[src/rtl/pipeline_pkg.sv]
// Shared pipeline definitions: datapath width, the bubble instruction,
// the fetch sequencer state encoding and small PC helpers.
package pipeline_pkg;

    localparam int unsigned XLEN = 32;

    typedef logic [XLEN-1:0] word_t;

    // addi x0,x0,0
    localparam word_t NOP_INSTR = 32'h0000_0013;

    typedef enum logic [1:0] {
        FS_REQ,
        FS_WAIT,
        FS_HOLD
    } fetchState_t;

    // Sequential successor; wraps modulo 2^32.
    function automatic word_t pcPlus4(input word_t pc);
        return pc + 32'd4;
    endfunction

    // Jump targets keep bit1 as given; bit0 is always cleared.
    function automatic word_t alignTarget(input word_t target);
        return {target[XLEN-1:1], 1'b0};
    endfunction

endpackage

[src/rtl/fetch_stage_if.sv]
// Instruction-memory request/response bus.
//   req    : fetch request (master -> slave)
//   addr   : request address (master -> slave)
//   gnt    : request accepted this cycle (slave -> master)
//   rvalid : response valid (slave -> master)
//   rdata  : response instruction (slave -> master)
interface fetch_stage_if;
    import pipeline_pkg::*;

    logic  req;
    word_t addr;
    logic  gnt;
    logic  rvalid;
    word_t rdata;

    modport master (
        output req,
        output addr,
        input  gnt,
        input  rvalid,
        input  rdata
    );

    modport slave (
        input  req,
        input  addr,
        output gnt,
        output rvalid,
        output rdata
    );

endinterface

[src/rtl/Register.sv]
// Generic storage element with load enable.
//   clk, rst : rising-edge clock, asynchronous active-high reset
//   en       : load d on the next rising edge
//   d / q    : data in / registered data out (RESET_VAL under reset)
module Register #(
    parameter int unsigned     WIDTH     = 32,
    parameter logic [WIDTH-1:0] RESET_VAL = '0
) (
    input  logic             clk,
    input  logic             rst,
    input  logic             en,
    input  logic [WIDTH-1:0] d,
    output logic [WIDTH-1:0] q
);

    always_ff @(posedge clk or posedge rst) begin
        if (rst) begin
            q <= RESET_VAL;
        end else if (en) begin
            q <= d;
        end
    end

endmodule

[src/rtl/next_pc_mux.sv]
// Next-PC selection for the fetch stage.
//   redirect : EX-stage taken branch/jump; highest priority
//   target   : redirect target (bit0 cleared here)
//   advance  : current instruction is leaving fetch; step sequentially
//   seqBase  : PC of the instruction that is leaving
//   curPc    : present PC, kept when nothing happens
//   nextPc   : value to load into the PC register
//   pcEn     : PC register load enable
module next_pc_mux
    import pipeline_pkg::*;
(
    input  logic  redirect,
    input  word_t target,
    input  logic  advance,
    input  word_t seqBase,
    input  word_t curPc,
    output word_t nextPc,
    output logic  pcEn
);

    always_comb begin
        nextPc = curPc;
        pcEn   = 1'b0;
        if (redirect) begin
            nextPc = alignTarget(target);
            pcEn   = 1'b1;
        end else if (advance) begin
            nextPc = pcPlus4(seqBase);
            pcEn   = 1'b1;
        end
    end

endmodule

[src/rtl/fetch_stage.sv]
// PC generator and single-outstanding instruction-fetch sequencer feeding
// the IF/ID registers.
//   clk, rst   : rising-edge clock, asynchronous active-high reset
//   StallF     : decode not accepting; hold the current instruction
//   RedirectE  : taken branch/jump resolved in EX
//   PCTargetE  : redirect target (bit0 forced to 0)
//   imem       : req/gnt/rvalid instruction-memory bus (master side)
//   InstrF     : instruction to IF/ID, NOP_INSTR when ValidF=0
//   PCF        : PC of InstrF
//   PCPlus4F   : PCF+4 modulo 2^32
//   ValidF     : InstrF is a real instruction
//   FetchBusy  : no instruction ready (= !ValidF)
module fetch_stage #(
    parameter logic [31:0] RESET_PC  = 32'h0000_0000,
    parameter logic [31:0] NOP_INSTR = pipeline_pkg::NOP_INSTR
) (
    input  logic                 clk,
    input  logic                 rst,
    input  logic                 StallF,
    input  logic                 RedirectE,
    input  logic [31:0]          PCTargetE,
    fetch_stage_if.master        imem,
    output logic [31:0]          InstrF,
    output logic [31:0]          PCF,
    output logic [31:0]          PCPlus4F,
    output logic                 ValidF,
    output logic                 FetchBusy
);
    import pipeline_pkg::word_t;
    import pipeline_pkg::fetchState_t;
    import pipeline_pkg::FS_REQ;
    import pipeline_pkg::FS_WAIT;
    import pipeline_pkg::FS_HOLD;
    import pipeline_pkg::pcPlus4;

    fetchState_t state;
    fetchState_t stateNext;

    word_t pc;
    word_t pcNext;
    logic  pcEn;

    word_t reqPc;
    word_t holdInstr;
    word_t holdPc;

    logic  drop;
    logic  dropNext;

    logic  granted;
    logic  respOk;
    logic  advance;
    word_t seqBase;

    // A request is accepted only while REQ is presented.
    assign granted = (state == FS_REQ) && imem.gnt;

    // A response is usable only if it is not stale and not overridden by
    // a redirect in the same cycle.
    assign respOk = (state == FS_WAIT) && imem.rvalid && !drop && !RedirectE;

    assign advance = !StallF && (respOk || (state == FS_HOLD));
    assign seqBase = (state == FS_HOLD) ? holdPc : reqPc;

    // State register
    always_ff @(posedge clk or posedge rst) begin
        if (rst) begin
            state <= FS_REQ;
        end else begin
            state <= stateNext;
        end
    end

    // Next-state logic
    always_comb begin
        stateNext = state;
        case (state)
            FS_REQ: begin
                if (imem.gnt) begin
                    stateNext = FS_WAIT;
                end
            end
            FS_WAIT: begin
                if (imem.rvalid) begin
                    stateNext = (drop || !StallF) ? FS_REQ : FS_HOLD;
                end
            end
            FS_HOLD: begin
                if (!StallF) begin
                    stateNext = FS_REQ;
                end
            end
            default: stateNext = FS_REQ;
        endcase
        // A grant accepted in the redirect cycle still owes a response,
        // so wait for it (and drop it) before fetching the target.
        if (RedirectE) begin
            stateNext = granted ? FS_WAIT : FS_REQ;
        end
    end

    // Drop flag. A redirect out of WAIT leaves the stale response in
    // flight while we return to REQ, so the flag is consumed by the next
    // rvalid in whichever state it arrives, not only in WAIT.
    always_comb begin
        dropNext = drop;
        if (RedirectE) begin
            dropNext = ((state == FS_WAIT) && !imem.rvalid) || granted
                     || (drop && !imem.rvalid);
        end else if (drop && imem.rvalid) begin
            dropNext = 1'b0;
        end
    end

    next_pc_mux pcMux (
        .redirect (RedirectE),
        .target   (PCTargetE),
        .advance  (advance),
        .seqBase  (seqBase),
        .curPc    (pc),
        .nextPc   (pcNext),
        .pcEn     (pcEn)
    );

    Register #(.WIDTH(32), .RESET_VAL(RESET_PC)) pcReg (
        .clk (clk),
        .rst (rst),
        .en  (pcEn),
        .d   (pcNext),
        .q   (pc)
    );

    Register #(.WIDTH(32), .RESET_VAL(RESET_PC)) reqPcReg (
        .clk (clk),
        .rst (rst),
        .en  (granted),
        .d   (pc),
        .q   (reqPc)
    );

    Register #(.WIDTH(32), .RESET_VAL(NOP_INSTR)) holdInstrReg (
        .clk (clk),
        .rst (rst),
        .en  (respOk),
        .d   (imem.rdata),
        .q   (holdInstr)
    );

    Register #(.WIDTH(32), .RESET_VAL(RESET_PC)) holdPcReg (
        .clk (clk),
        .rst (rst),
        .en  (respOk),
        .d   (reqPc),
        .q   (holdPc)
    );

    Register #(.WIDTH(1), .RESET_VAL(1'b0)) dropReg (
        .clk (clk),
        .rst (rst),
        .en  (1'b1),
        .d   (dropNext),
        .q   (drop)
    );

    // Bus outputs; req is masked during reset so nothing is issued early.
    assign imem.req  = (state == FS_REQ) && !rst;
    assign imem.addr = pc;

    // Downstream outputs: combinational pass-through in the response
    // cycle, registered copy while held.
    always_comb begin
        ValidF = 1'b0;
        InstrF = NOP_INSTR;
        PCF    = pc;
        if (state == FS_HOLD) begin
            ValidF = 1'b1;
            InstrF = holdInstr;
            PCF    = holdPc;
        end else if (respOk) begin
            ValidF = 1'b1;
            InstrF = imem.rdata;
            PCF    = reqPc;
        end
    end

    assign PCPlus4F  = pcPlus4(PCF);
    assign FetchBusy = !ValidF;

endmodule

[src/flat_wrapper.sv]
// flat-port wrapper written by rule: the top's interface ports become plain ports
module fetch_stage_flat import pipeline_pkg::word_t; import pipeline_pkg::fetchState_t; import pipeline_pkg::FS_REQ; import pipeline_pkg::FS_WAIT; import pipeline_pkg::FS_HOLD; import pipeline_pkg::pcPlus4;
#(
    parameter logic [31:0] RESET_PC  = 32'h0000_0000,
    parameter logic [31:0] NOP_INSTR = pipeline_pkg::NOP_INSTR
)
  (clk, rst, StallF, RedirectE, PCTargetE, InstrF, PCF, PCPlus4F, ValidF, FetchBusy, imem_req, imem_addr, imem_gnt, imem_rvalid, imem_rdata);
  fetch_stage_if imem_i ();
  input  logic clk;
  input  logic rst;
  input  logic StallF;
  input  logic RedirectE;
  input  logic [31:0] PCTargetE;
  output logic [31:0] InstrF;
  output logic [31:0] PCF;
  output logic [31:0] PCPlus4F;
  output logic ValidF;
  output logic FetchBusy;
  output wire logic [$bits(imem_i.req)-1:0] imem_req;
  output wire logic [$bits(imem_i.addr)-1:0] imem_addr;
  input wire logic [$bits(imem_i.gnt)-1:0] imem_gnt;
  input wire logic [$bits(imem_i.rvalid)-1:0] imem_rvalid;
  input wire logic [$bits(imem_i.rdata)-1:0] imem_rdata;
  assign imem_req = imem_i.req;
  assign imem_addr = imem_i.addr;
  assign imem_i.gnt = imem_gnt;
  assign imem_i.rvalid = imem_rvalid;
  assign imem_i.rdata = imem_rdata;
  fetch_stage #(.RESET_PC(RESET_PC), .NOP_INSTR(NOP_INSTR)) u_core (.clk(clk), .rst(rst), .StallF(StallF), .RedirectE(RedirectE), .PCTargetE(PCTargetE), .imem(imem_i), .InstrF(InstrF), .PCF(PCF), .PCPlus4F(PCPlus4F), .ValidF(ValidF), .FetchBusy(FetchBusy));
endmodule
[config.mk]
export PLATFORM = sky130hd
export DESIGN_NAME = fetch_stage_flat
export DESIGN_NICKNAME = d
export VERILOG_FILES = /design/src/rtl/pipeline_pkg.sv /design/src/rtl/fetch_stage_if.sv /design/src/rtl/Register.sv /design/src/rtl/next_pc_mux.sv /design/src/rtl/fetch_stage.sv /design/src/flat_wrapper.sv
export SDC_FILE = /design/constraint.sdc
export NUM_CORES = 1
export LEC_CHECK = 0
export BUFFER_PORTS_ARGS = -buffer_cell sky130_fd_sc_hd__clkbuf_2
export CELL_PAD_IN_SITES_DETAIL_PLACEMENT = 2
export CELL_PAD_IN_SITES_GLOBAL_PLACEMENT = 2
export CORE_MARGIN = 5
export CORE_UTILIZATION = 32
export DETAILED_ROUTE_END_ITERATION = 12
export PLACE_DENSITY = 0.84
export SKIP_LAST_GASP = 1
export SYNTH_ARGS = -nofsm -noshare
export SYNTH_HDL_FRONTEND = slang
export SYNTH_SLANG_ARGS = --single-unit
[constraint.sdc]
create_clock -name clk -period 4.44 [get_ports clk]
set_input_delay 0.222 -clock clk [delete_from_list [all_inputs] [get_ports clk]]
set_output_delay 0.222 -clock clk [all_outputs]
set_load 0.01 [all_outputs]
==> results_dict.tcl <==
set metrics [dict create \
    status "complete, but fails checks" \
    failed_checks "hold timing, capacitance limit" \
    drt_wl_total_um 33200 \
    hpwl_um 22800 \
    synth-seq-cells 131 \
    grt_pass1_wl_um 52100 \
    path_cells "buf_4, nand2_1, mux2i_1, a221o_1, nand4_1, nor4_4, nand4_1, xnor2_1, clkbuf_2" \
    dieArea_um2 28700 \
    synth_area_um2 8140 \
    p_leak_uw 0.00497 \
    stdcell_count 1485 \
    synth.avg_cell_area_um2 8.50 \
    required_ns 4.22 \
    fmax_mhz 238 \
    synth_fp_nets 1029 \
    syn-instance-count 957 \
    synth-compound-area-share_pct 11.9 \
    peakVddDrop_mv 0.267 \
    synthMostInstantiatedCell "nand2_1" \
    synth_edf_count 0 \
    synth_common_cells "nand2_1 (330), dfrtp_1 (128), mux2i_1 (43), mux2_2 (36), o21ai_0 (35)" \
    critPathCaptureType "primary output" \
    gr-total-overflow 0 \
    cts_buffers 17 \
    synth_top_family_by_area "simple AND/OR/NAND/NOR gates" \
    critical-path-slowest-cell "nor4_4" \
    drt_first_pass_iters 5 \
    start_util_pct 32.4 \
    dp.cells 1446 \
    power_density_nw_per_um2 478 \
    gp_congestion 0.820 \
    p_sw_uw 1750 \
    rsz0062_at_grt "no" \
    grt_pass1_vias 9026 \
    io_buffers 199 \
    critPathLaunchType "register" \
    drc_errors 0 \
    finalCritPeriodShare_pct 94.8 \
    dr_total_vias 8071 \
    critical_path_class "reg2out" \
    hold_class "in2async" \
    synth_mux_area_share_pct 10.3 \
    vias_per_cell 5.44 \
    crit_family "simple AND/OR/NAND/NOR gates" \
    ys_top_cells_by_area "dfrtp_1 (39%), nand2_1 (15%), mux2i_1 (5.3%)" \
    ys_types 73 \
    yosys_warnings 0 \
    synth-main-ff-cell "dfrtp_1" \
    drive_above_1_share_pct 27.6 \
    combPwrFrac_pct 28.1 \
    placed_area_um2 9420 \
    post-cts-setup-buffers 0 \
    rows 58 \
    finalHoldViolations 1 \
    io_pins 201 \
    ant_nets 0 \
    nFillCells 2885 \
    worstPathArrival_ns 3.99 \
    finClkSkew_ns 0.0108 \
    grt_max_degree 68 \
    setup_violations 0 \
    yosys.area_share.adder_pct 0.308 \
    antenna_found_initial 3 \
    slew_headroom_pct 2.08 \
    clock_latency_ns 0.43 \
    ys_async_sr_fraction_pct 100 \
    synth_xor_area_share_pct 5.92 \
    die_h_um 169 \
    die_w_um 169 \
    final_nets 1213 \
    wire_per_inst_um 22.4 \
    core_area_um2 25100 \
    maxCapViolCount 1 \
    min_period_ns 4.21 \
    area_growth_syn_to_layout_pct 24.4 \
    tns_ns 0 \
    cts_tree "yes" \
    netlist.area_leader.share_pct 39.4 \
    fin_area_um2 10100 \
    synth-seq-area-share_pct 40.3 \
    clkTransAtPathRegs_ns 0.05 \
    cp_max_fo 35 \
    clockPowerShare_pct 32.0 \
    crit_buf_inv 2 \
    power.total_uw 4830 \
    tightest_slew_ns 1.43 \
    whs_ns -0.00709 \
    final_max_slew_viol_count 0 \
    seq_power_share_pct 40.0 \
    intPower_uw 3090 \
    cpPeakStageDelay_ns 0.79 \
    crit_path_frequent_cell "nand4_1" \
    synth_top_cell_by_area "dfrtp_1" \
    max-clock-path-buffers 2 \
    synthSimpleGateAreaFrac_pct 26.9 \
    htree_levels 4 \
    cts.sinks 131 \
    swShare_pct 36.2 \
    drt_iter0_drc 375 \
    ctsResizeCount 0 \
    gr-usage-all-layers_pct 23.0 \
    clock-root-buffer "clkbuf_16" \
]
[through the flow]
stage | util (%) | hold slack (ns) | setup WS (ns)
after global routing | 40.3 | 0.0127 | 0.0209
after CTS | 40.3 | 0.000559 | 0.171
after global placement | 37.5 | 0.407 | 0.769
final | 40.3 | -0.00709 | 0.233
after detailed placement | 37.5 | 0.420 | 0.657
after floorplan | - | 0.305 | 0.701
[worst register-to-register path, stage by stage (launching register included)]
cell       delay, ns
dfrtp_2         0.65
nand2b_2        0.37
buf_4           0.48
mux2i_1         0.29
a2111oi_0       1.25
nand4b_1        0.31
xnor2_1         0.28
o221ai_1        0.13
[cell type report]
type | count | area [µm²] | share of cell area (%)
multi-input cells | 751 | 4510 | 44.6
flip-flops and latches | 131 | 3280 | 32.5
repair buffers | 227 | 1220 | 12.1
clock buffers | 23 | 488 | 4.82
well taps | 330 | 413 | 4.08
clock inverters | 9 | 150 | 1.48
inverters | 13 | 51.3 | 0.507
diodes | 1 | 2.50 | 0.0247
[registers in the layout, indices dropped and copies added, names as in the netlist]
name,count
u_core.dropReg.q,1
u_core.holdInstrReg.q,32
u_core.holdPcReg.q,32
u_core.pcReg.q,32
u_core.reqPcReg.q,32
u_core.state,2
[logic make-up (layout without fill, tap and decap cells)]
family | Yosys count | in the layout
fa+ha+maj | 2 | 2
mux | 79 | 79
xor+xnor | 55 | 55
flops | 131 | 131
buf+inv | 75 | 272
compound gates | 138 | 138
simple gates | 477 | 477
other cells | 0 | 1
[final timing paths]
check                                    startpoint                        to  slack [ns]  cells after the start
setup / recovery                    u_core.state[0]              PCPlus4F[31]        0.23                      9
hold reg to reg            u_core.holdInstrReg.q[0]  u_core.holdInstrReg.q[0]        0.46                      2
max in group asynchronous                       rst    u_core.holdPcReg.q[10]        3.42                      3
min in group clk                      imem_rdata[1]  u_core.holdInstrReg.q[1]        0.01                      3
hold / removal                                  rst         u_core.pcReg.q[0]      -0.007                      2
setup reg to reg                    u_core.state[0]        u_core.pcReg.q[30]        0.53                      7
[routing by layer]
layer	part of all wire, %	global-route usage [%]	vias up
li1	-	-	3645
met1	40	27.3	4080
met2	50	40.4	276
met3	7.2	6.08	66
met4	2.8	7.56	4
met5	0.042	0	-
[power groups by stage]
stage / Combinational, µW / Sequential (µW) / Clock (µW)
2_1_floorplan: 884 / 1800 / 0
3_3_place_gp: 1260 / 1900 / 0
3_5_place_dp: 1330 / 1930 / 0
4_1_cts: 1380 / 1920 / 1570
5_1_grt: 1500 / 1970 / 1620
6_report: 1360 / 1930 / 1540
[cell usage in the layout (no fill, tap or decap), types with 22 or more instances in the layout]
cell type  count
a21oi_1       26
buf_4         22
clkbuf_2     199
dfrtp_1      127
mux2_2        36
mux2i_1       43
nand2_1      329
nand3_1       29
nor2_1        31
o21ai_0       35
xnor2_1       34
[repair_timing]
action / CTS / global route
hold endpoints to repair: 6 / 0
endpoints found under the setup margin: 0 / 0
hold buffers: 6 / 0
(Power assumes the default switching activity.)
